`src/rtl/apb_reg_file.sv`:
```
// apb_reg_file: APB slave register file fronting a compute core.
//   Map (word index = PADDR[5:2]):
//     0..NUM_REGS-1 : RW config registers (index 0 = CTRL, bit0 = start)
//     NUM_REGS      : STATUS  {err sticky, done sticky, busy live}, W1C on bits 2:1
//     NUM_REGS+1    : RESULT  (read-only, captured on done_i)
//   Writes complete with zero wait states; reads take one wait state.
// Ports:
//   clk, rst                  clock, async active-low reset
//   PADDR/PSEL/PENABLE/PWRITE APB request, PWDATA write data
//   PRDATA/PREADY/PSLVERR     APB response
//   regs_o                    flat RW register contents, reg i at [i*AMBA_WORD +: AMBA_WORD]
//   start_o                   one-cycle start pulse after an accepted CTRL write with bit0=1
//   busy_i/done_i/result_i    core status inputs
//   irq_o                     level interrupt = sticky done
module apb_reg_file #(
  parameter int AMBA_WORD       = 32,
  parameter int AMBA_ADDR_WIDTH = 20,
  parameter int NUM_REGS        = 4
) (
  input  logic                          clk,
  input  logic                          rst,
  input  logic [AMBA_ADDR_WIDTH-1:0]    PADDR,
  input  logic                          PSEL,
  input  logic                          PENABLE,
  input  logic                          PWRITE,
  input  logic [AMBA_WORD-1:0]          PWDATA,
  output logic [AMBA_WORD-1:0]          PRDATA,
  output logic                          PREADY,
  output logic                          PSLVERR,
  output logic [NUM_REGS*AMBA_WORD-1:0] regs_o,
  output logic                          start_o,
  input  logic                          busy_i,
  input  logic                          done_i,
  input  logic [AMBA_WORD-1:0]          result_i,
  output logic                          irq_o
);

  localparam logic [4:0] STAT_IDX = 5'(NUM_REGS);
  localparam logic [4:0] RES_IDX  = 5'(NUM_REGS + 1);

  typedef enum logic [1:0] {IDLE, ACCESS, RD_WAIT} state_t;

  state_t                             r_state, w_next;
  logic [NUM_REGS-1:0][AMBA_WORD-1:0] r_regs;
  logic [AMBA_WORD-1:0]               r_result, r_prdata, w_rdata;
  logic                               r_done, r_err, r_rd_err, r_start;

  logic [4:0] w_idx;
  logic       w_is_rw, w_dec_err, w_wr_err;
  logic       w_xfer, w_wr_acc, w_rd_acc, w_wr_ok, w_stat_wr;
  logic       w_unused_addr;

  // Only PADDR[5:0] decodes; upper bits are don't-care.
  assign w_unused_addr = ^PADDR[AMBA_ADDR_WIDTH-1:6];

  assign w_idx     = {1'b0, PADDR[5:2]};
  assign w_is_rw   = (w_idx < STAT_IDX);
  assign w_dec_err = (PADDR[1:0] != 2'b00) || (w_idx > RES_IDX);
  assign w_wr_err  = w_dec_err || (w_idx == RES_IDX) || (w_is_rw && busy_i);

  assign w_xfer    = (r_state == ACCESS) && PSEL && PENABLE;
  assign w_wr_acc  = w_xfer && PWRITE;
  assign w_rd_acc  = w_xfer && !PWRITE;
  assign w_wr_ok   = w_wr_acc && !w_wr_err;
  assign w_stat_wr = w_wr_ok && (w_idx == STAT_IDX);

  // Read mux, sampled in the ACCESS cycle and held for the wait state.
  always_comb begin
    w_rdata = '0;
    for (int i = 0; i < NUM_REGS; i++)
      if (w_idx == 5'(i)) w_rdata = r_regs[i];
    if (w_idx == STAT_IDX) w_rdata[2:0] = {r_err, r_done, busy_i};
    if (w_idx == RES_IDX)  w_rdata = r_result;
  end

  always_ff @(posedge clk or negedge rst) begin
    if (!rst) r_state <= IDLE;
    else      r_state <= w_next;
  end

  // Next state and APB response. A write answers in ACCESS; a read answers
  // in RD_WAIT from registered data. Losing PSEL aborts without response.
  always_comb begin
    w_next  = r_state;
    PREADY  = 1'b0;
    PSLVERR = 1'b0;
    case (r_state)
      IDLE:    if (PSEL && !PENABLE) w_next = ACCESS;
      ACCESS: begin
        if (!PSEL) w_next = IDLE;
        else if (PENABLE) begin
          w_next = PWRITE ? IDLE : RD_WAIT;
          if (PWRITE) begin
            PREADY  = 1'b1;
            PSLVERR = w_wr_err;
          end
        end
      end
      RD_WAIT: begin
        w_next  = IDLE;
        PREADY  = PSEL;
        PSLVERR = PSEL && r_rd_err;
      end
      default: w_next = IDLE;
    endcase
    PRDATA = PREADY ? r_prdata : '0;
  end

  always_ff @(posedge clk or negedge rst) begin
    if (!rst) begin
      r_prdata <= '0;
      r_rd_err <= 1'b0;
    end else begin
      // Errored reads return 0; outside a read the holding register is cleared.
      r_prdata <= (w_rd_acc && !w_dec_err) ? w_rdata : '0;
      r_rd_err <= w_rd_acc && w_dec_err;
    end
  end

  always_ff @(posedge clk or negedge rst) begin
    if (!rst) begin
      r_regs <= '0;
    end else if (w_wr_ok && w_is_rw) begin
      for (int i = 0; i < NUM_REGS; i++)
        if (w_idx == 5'(i)) r_regs[i] <= PWDATA;
    end
  end

  always_ff @(posedge clk or negedge rst) begin
    if (!rst) begin
      r_start  <= 1'b0;
      r_result <= '0;
      r_done   <= 1'b0;
      r_err    <= 1'b0;
    end else begin
      r_start <= w_wr_ok && (w_idx == 5'd0) && PWDATA[0];
      if (done_i) r_result <= result_i;
      // done_i beats a coincident W1C of the done bit.
      if (done_i)                      r_done <= 1'b1;
      else if (w_stat_wr && PWDATA[1]) r_done <= 1'b0;
      // STATUS writes never error, so set and clear of err cannot collide.
      if (PSLVERR)                     r_err <= 1'b1;
      else if (w_stat_wr && PWDATA[2]) r_err <= 1'b0;
    end
  end

  assign regs_o  = r_regs;
  assign start_o = r_start;
  assign irq_o   = r_done;

endmodule

```
`config.mk`:
```
export PLATFORM = sky130hd
export DESIGN_NAME = apb_reg_file
export DESIGN_NICKNAME = d
export VERILOG_FILES = /design/src/rtl/apb_reg_file.sv
export SDC_FILE = /design/constraint.sdc
export NUM_CORES = 1
export LEC_CHECK = 0
export BUFFER_PORTS_ARGS = -buffer_cell sky130_fd_sc_hd__buf_2
export CAP_MARGIN = 20
export CORE_UTILIZATION = 48
export DETAILED_ROUTE_END_ITERATION = 8
export PLACE_DENSITY = 0.81
export SYNTH_ARGS = -nofsm -noshare
export SYNTH_HDL_FRONTEND = slang
export SYNTH_SLANG_ARGS = --single-unit
export TNS_END_PERCENT = 1
```
`constraint.sdc`:
```
create_clock -name clk -period 7.55 [get_ports clk]
set_clock_uncertainty 0.1 [all_clocks]
set_input_delay 2.265 -clock clk [delete_from_list [all_inputs] [get_ports clk]]
set_output_delay 2.265 -clock clk [all_outputs]
set_load 0.02 [all_outputs]
```
# == After elaboration in Yosys (flattened, before gate mapping) ==
# Cells that the tools add are included.
# op_classes
n_addsub,0
mul,0
n_div,0
magnitude_cmp,2
n_eq_ne,9
shift,0
mux,25
bitwise_logic,0
reduce_logical,33
# ops
op,count
$mux 32,7
$logic_and 1x1->1,16
$mux 1,10
$reduce_and 2->1,5
$eq 4x2->1 const B,2
$eq 4x3->1 const B,2
$mux 2,4
$reduce_bool 2->1,3
$logic_not 5->1,1
$eq 4x1->1 const B,1
$gt 4x3->1 const B,1
$logic_not 1->1,4
$lt 4x3->1 const B,1
$pmux 1 s2,2
$pmux 2 s2,1
$logic_or 1x1->1,3
$mux 3,1
$ne 3x3->1 const B,1
$eq 2x1->1 const B,1
$eq 2x2->1 const B,1
$logic_not 2->1,1
$ne 2x2->1 const B,1
# totals
reg_bits,198
latch_bits,0
ram_bits,0
romBits,0
input_bits,91
out_inout_bits,164
wordCells,80
memories,0

# == Longest topological paths before layout ==
# logic_depth
word_depth,10
mapped_depth,8
ltp_nobuf,6

# == Worst setup path after synthesis ==
# OpenSTA, ideal clock, no wires.
# synth_timing
kind,input -> output
from,input PSEL
to,output PRDATA[22]
t_arrival_ps,3511
t_required_ps,5185
path_slack_ps,1674
stages,6
path_buffers,2
cell_sequence,and4_1 buf_2 a21oi_1 nor2b_1 clkbuf_1 and2_1
# synth_via
elab_chain_len,3
# synth_rtl
item,line,source
"start, declared",23,"input logic PSEL,"
$mux 1,90,if (!PSEL) w_next = IDLE;
$pmux 1 s2 *,87,case (r_state)
net PREADY,28,"output logic PREADY,"
$mux 32 *,106,PRDATA = PREADY ? r_prdata : '0;
"end, declared",27,"output logic [AMBA_WORD-1:0] PRDATA,"
# The timed path passes the listed nets; every way through them passes the cells marked *.

# == Worst setup path in the final report ==
# layout_timing
from,input PSEL
to,output PRDATA[31]
# layout_via
elab_chain_len,3
# layout_rtl
item,line
$mux 1,90
$pmux 1 s2 *,87
$mux 32 *,106
# Mark *: on every way between the ends. The rest lies on a longest branch, timed or not.

==> results by group <==
CTS
  • CTS H-tree depth: 4
  • Post-CTS setup-driven buffer insertion count: 0
  • Total clock sinks: 198
  • Clock root buffer: sky130_fd_sc_hd__clkbuf_16
  • Resized Gates After CTS: 0
  • Hold buffer count at cts: 0
  • Clk buf depth: 2
  • Total clock buffers created by CTS: 17
  • Clock insertion delay at the later pin of the skew report: about 420 ps
  • CTS clock-pin slew for the worst setup and hold paths: 60 ps
  • Clock tree from TritonCTS: done

Die
  • Total I/O pin count: 255
  • Starting density of the core: 0.489
  • Die Area: between 15000 and 20000 sq um
  • Height of the die: 137 microns
  • Core Area: between 15000 and 20000 sq um
  • Cell row count: 49
  • Chip Width: 137 microns

Finish
  • Growth of design area from synthesis to finish: 21.3%
  • Final net count: roughly 930
  • N_diodes: 0
  • Highest-count cells in the layout ignoring fill and taps: sky130_fd_sc_hd__buf_2 (239), sky130_fd_sc_hd__dfrtp_1 (198), sky130_fd_sc_hd__mux2_2 (145), sky130_fd_sc_hd__a22oi_1 (56), sky130_fd_sc_hd__and2_1 (33)
  • Utilization after layout: 0.593
  • Leading cell type in the layout, fill and taps excluded: sky130_fd_sc_hd__buf_2
  • Non-filler cells in the finished layout: roughly 1100
  • Share of cells above drive strength 1: 0.555

Worst setup path
  • Worst setup slack for register-to-register paths: 4510 ps
  • Type of the worst setup path: input pin to output port
  • Crit-path cells: buf_2 -> and4_1 -> a21oi_1 -> nor2b_4 -> and2_1 -> buf_2
  • Arrival time at the worst endpoint: roughly 4100 ps
  • Launch point of the worst reg-to-reg path: r_state[1]
  • Critical Path Max Stage Delay: around 700 ps
  • CP startpoint kind: input pin
  • Worst-path cell with the longest stage delay: sky130_fd_sc_hd__nor2b_4
  • R2r worst-path depth: 6
  • Worst Path Required: just over 5000 ps
  • CP Capture Type: output port
  • Most frequent cell on the critical path: sky130_fd_sc_hd__buf_2
  • Max Fanout on Critical Path: 33
  • Capture point of the worst reg-to-reg path: regs_o[96]

Synth
  • Sequential cell area fraction in the yosys report: 0.566
  • Total of flip-flops plus latches after synthesis: a little under 200
  • Most frequently used flop master after synthesis: sky130_fd_sc_hd__dfrtp_1
  • Mapped Area: between 8000 and 9000 sq um
  • Number of enable flip-flop cells after synthesis: 0
  • Count of synthesis-stage warnings from yosys: 0
  • Share of async-settable or async-resettable flops after synthesis: 1.00
  • Syn_nets: 702
  • Cells after synthesis: just over 600
  • Count of different cell masters after synthesis: 41
  • Post-synthesis average cell area: around 14 sq um

Routing
  • Post-detailed-route via-to-cell ratio: approximately 5.7
  • Detail Route Antenna Nets: 0
  • Initial detailed-routing violation count: 325
  • Number of detailed-route iterations in the first pass: 5
  • Aggregate routed wire length: 22600 microns
  • Total number of vias: ~6000
  • DRC violation count after routing: 0
  • Average routed wire per standard cell: 21.0 microns

Placement
  • Post-place setup slack: between 1000 and 1500 ps
  • Final weighted congestion in routability-driven placement: 0.778
  • Detailed placement HPWL: 14100 microns
  • # port buffers: 240
  • Cell Count Post-Placement: about 1000

GRT
  • Initial antenna violation count: 0
  • Sum of overflow across all layers after global routing: 0
  • Pin count of the biggest net entering global routing: about 100
  • Via count of the first global-routing pass: around 6200
  • First-pass GRT wire length: ~35000 microns
  • Total track usage: 0.249

STA
  • Final critical-path share of the clock period: 0.850
  • Final setup viols: 0
  • Setup TNS: 0 ps
  • Hold violation count in the final report: 0
  • RSZ-0062 raised after global routing: false
  • Max transition margin: 0.294
  • Slew of the pin with the lowest slew margin: approximately 1100 ps
  • Shortest clock period the worst path allows after layout: between 6000 and 7000 ps
  • Hold_ws: 394 ps
  • Setup ws final: about 1100 ps
  • Number of pins with negative max-slew slack in the final report: 0
  • Highest achievable clock rate: 0.156 GHz

Min path
  • Hold Crit Depth: 1
  • Startpoint of the most critical hold path: r_err
  • Hold endpoint: r_err
  • Class of the worst hold path: flip-flop to flip-flop

Power
  • Power per cell area: a little over 200 nW/um^2
  • IR drop worst, VDD: approximately 0.16 mV
  • P_leak: around 5.6 nW

Outcome
  • Run status: completed

Job
  • Max-cap violations: 0
-- state kept, by name, summed over array words and instances (netlist names) --
| name | count |
|---|---|
| regs_o | 128 |
| irq_o | 1 |
| r_result | 32 |
| r_prdata | 32 |
| r_err | 1 |
| r_state | 2 |
| r_rd_err | 1 |
| start_o | 1 |
-- per-stage QoR --
step                      instance area, sq um  power [W]
final                                    10600    0.00220
after global routing                     10600    0.00228
after CTS                                10600    0.00222
after detailed placement                 10000    0.00131
after global placement                   10000    0.00130
after floorplan                           8750    0.00122
-- worst max path at each step --
stage / start / end / slack (ps) / depth (start not counted)
after detailed placement: PSEL / PRDATA[31] / 1100 / 6
after floorplan: PSEL / PRDATA[22] / 1670 / 6
after global placement: PSEL / PRDATA[31] / 1190 / 6
after CTS: PSEL / PRDATA[31] / 1100 / 6
after global routing: PSEL / PRDATA[31] / 1040 / 6
final: PSEL / PRDATA[31] / 1130 / 6
-- cell usage after synthesis (4+ instances only) --
| library cell | number | area (sq um) |
|---|---|---|
| sky130_fd_sc_hd__and2_1 | 34 | 213 |
| sky130_fd_sc_hd__mux2_1 | 13 | 146 |
| sky130_fd_sc_hd__nor2_1 | 9 | 33.8 |
| sky130_fd_sc_hd__nor3_1 | 4 | 20.0 |
| sky130_fd_sc_hd__inv_1 | 4 | 15.0 |
| sky130_fd_sc_hd__a22oi_1 | 56 | 420 |
| sky130_fd_sc_hd__mux2_4 | 30 | 450 |
| sky130_fd_sc_hd__buf_2 | 8 | 40.0 |
| sky130_fd_sc_hd__clkbuf_1 | 15 | 56.3 |
| sky130_fd_sc_hd__nand2_1 | 4 | 15.0 |
| sky130_fd_sc_hd__buf_1 | 5 | 18.8 |
| sky130_fd_sc_hd__buf_6 | 10 | 113 |
| sky130_fd_sc_hd__a21oi_1 | 31 | 155 |
| sky130_fd_sc_hd__dfrtp_1 | 198 | 4950 |
| sky130_fd_sc_hd__mux2_2 | 145 | 1630 |
-- layout make-up --
| class | count | area (sq um) |
|---|---|---|
| Fill cell | 1443 | 7290 |
| Sequential cell | 198 | 4950 |
| Multi-Input combinational cell | 362 | 3500 |
| Timing Repair Buffer | 248 | 1270 |
| Clock buffer | 19 | 433 |
| Tap cell | 229 | 287 |
| Clock inverter | 11 | 149 |
| Inverter | 5 | 18.8 |
-- report_power, final --
group,internal (W),switching (W),total (W)
registers,0.00109,0.0000193,0.00111
logic,0.0000718,0.000107,0.000179
clock network,0.000520,0.000395,0.000915
-- routing by layer --
metal | part of all wire | up-vias | track usage
met5 | 0 | - | 0
met4 | 0.014 | 0 | 0.0849
met3 | 0.059 | 30 | 0.0604
met2 | 0.49 | 216 | 0.395
met1 | 0.44 | 3205 | 0.334
li1 | - | 2676 | -
-- logic make-up (layout without fill, tap and decap cells) --
| group | Yosys count | in the layout | synth area share |
|---|---|---|---|
| mux | 194 | 194 | 0.266 |
| simple gates | 65 | 65 | 0.0455 |
| flops | 198 | 198 | 0.566 |
| compound gates | 100 | 100 | 0.0811 |
| buf+inv | 48 | 283 | 0.0368 |
| fa+ha+maj | 3 | 3 | 0.00429 |
-- worst max-delay path: cells and delay by family --
| kind | cells | cell delay (ps) |
|---|---|---|
| buffers and inverters | 2 | 320 |
| AO/OA/AOI/OAI | 1 | 130 |
| AND/OR/NAND/NOR | 3 | 1320 |
Power figures use the tool's default switching activity.
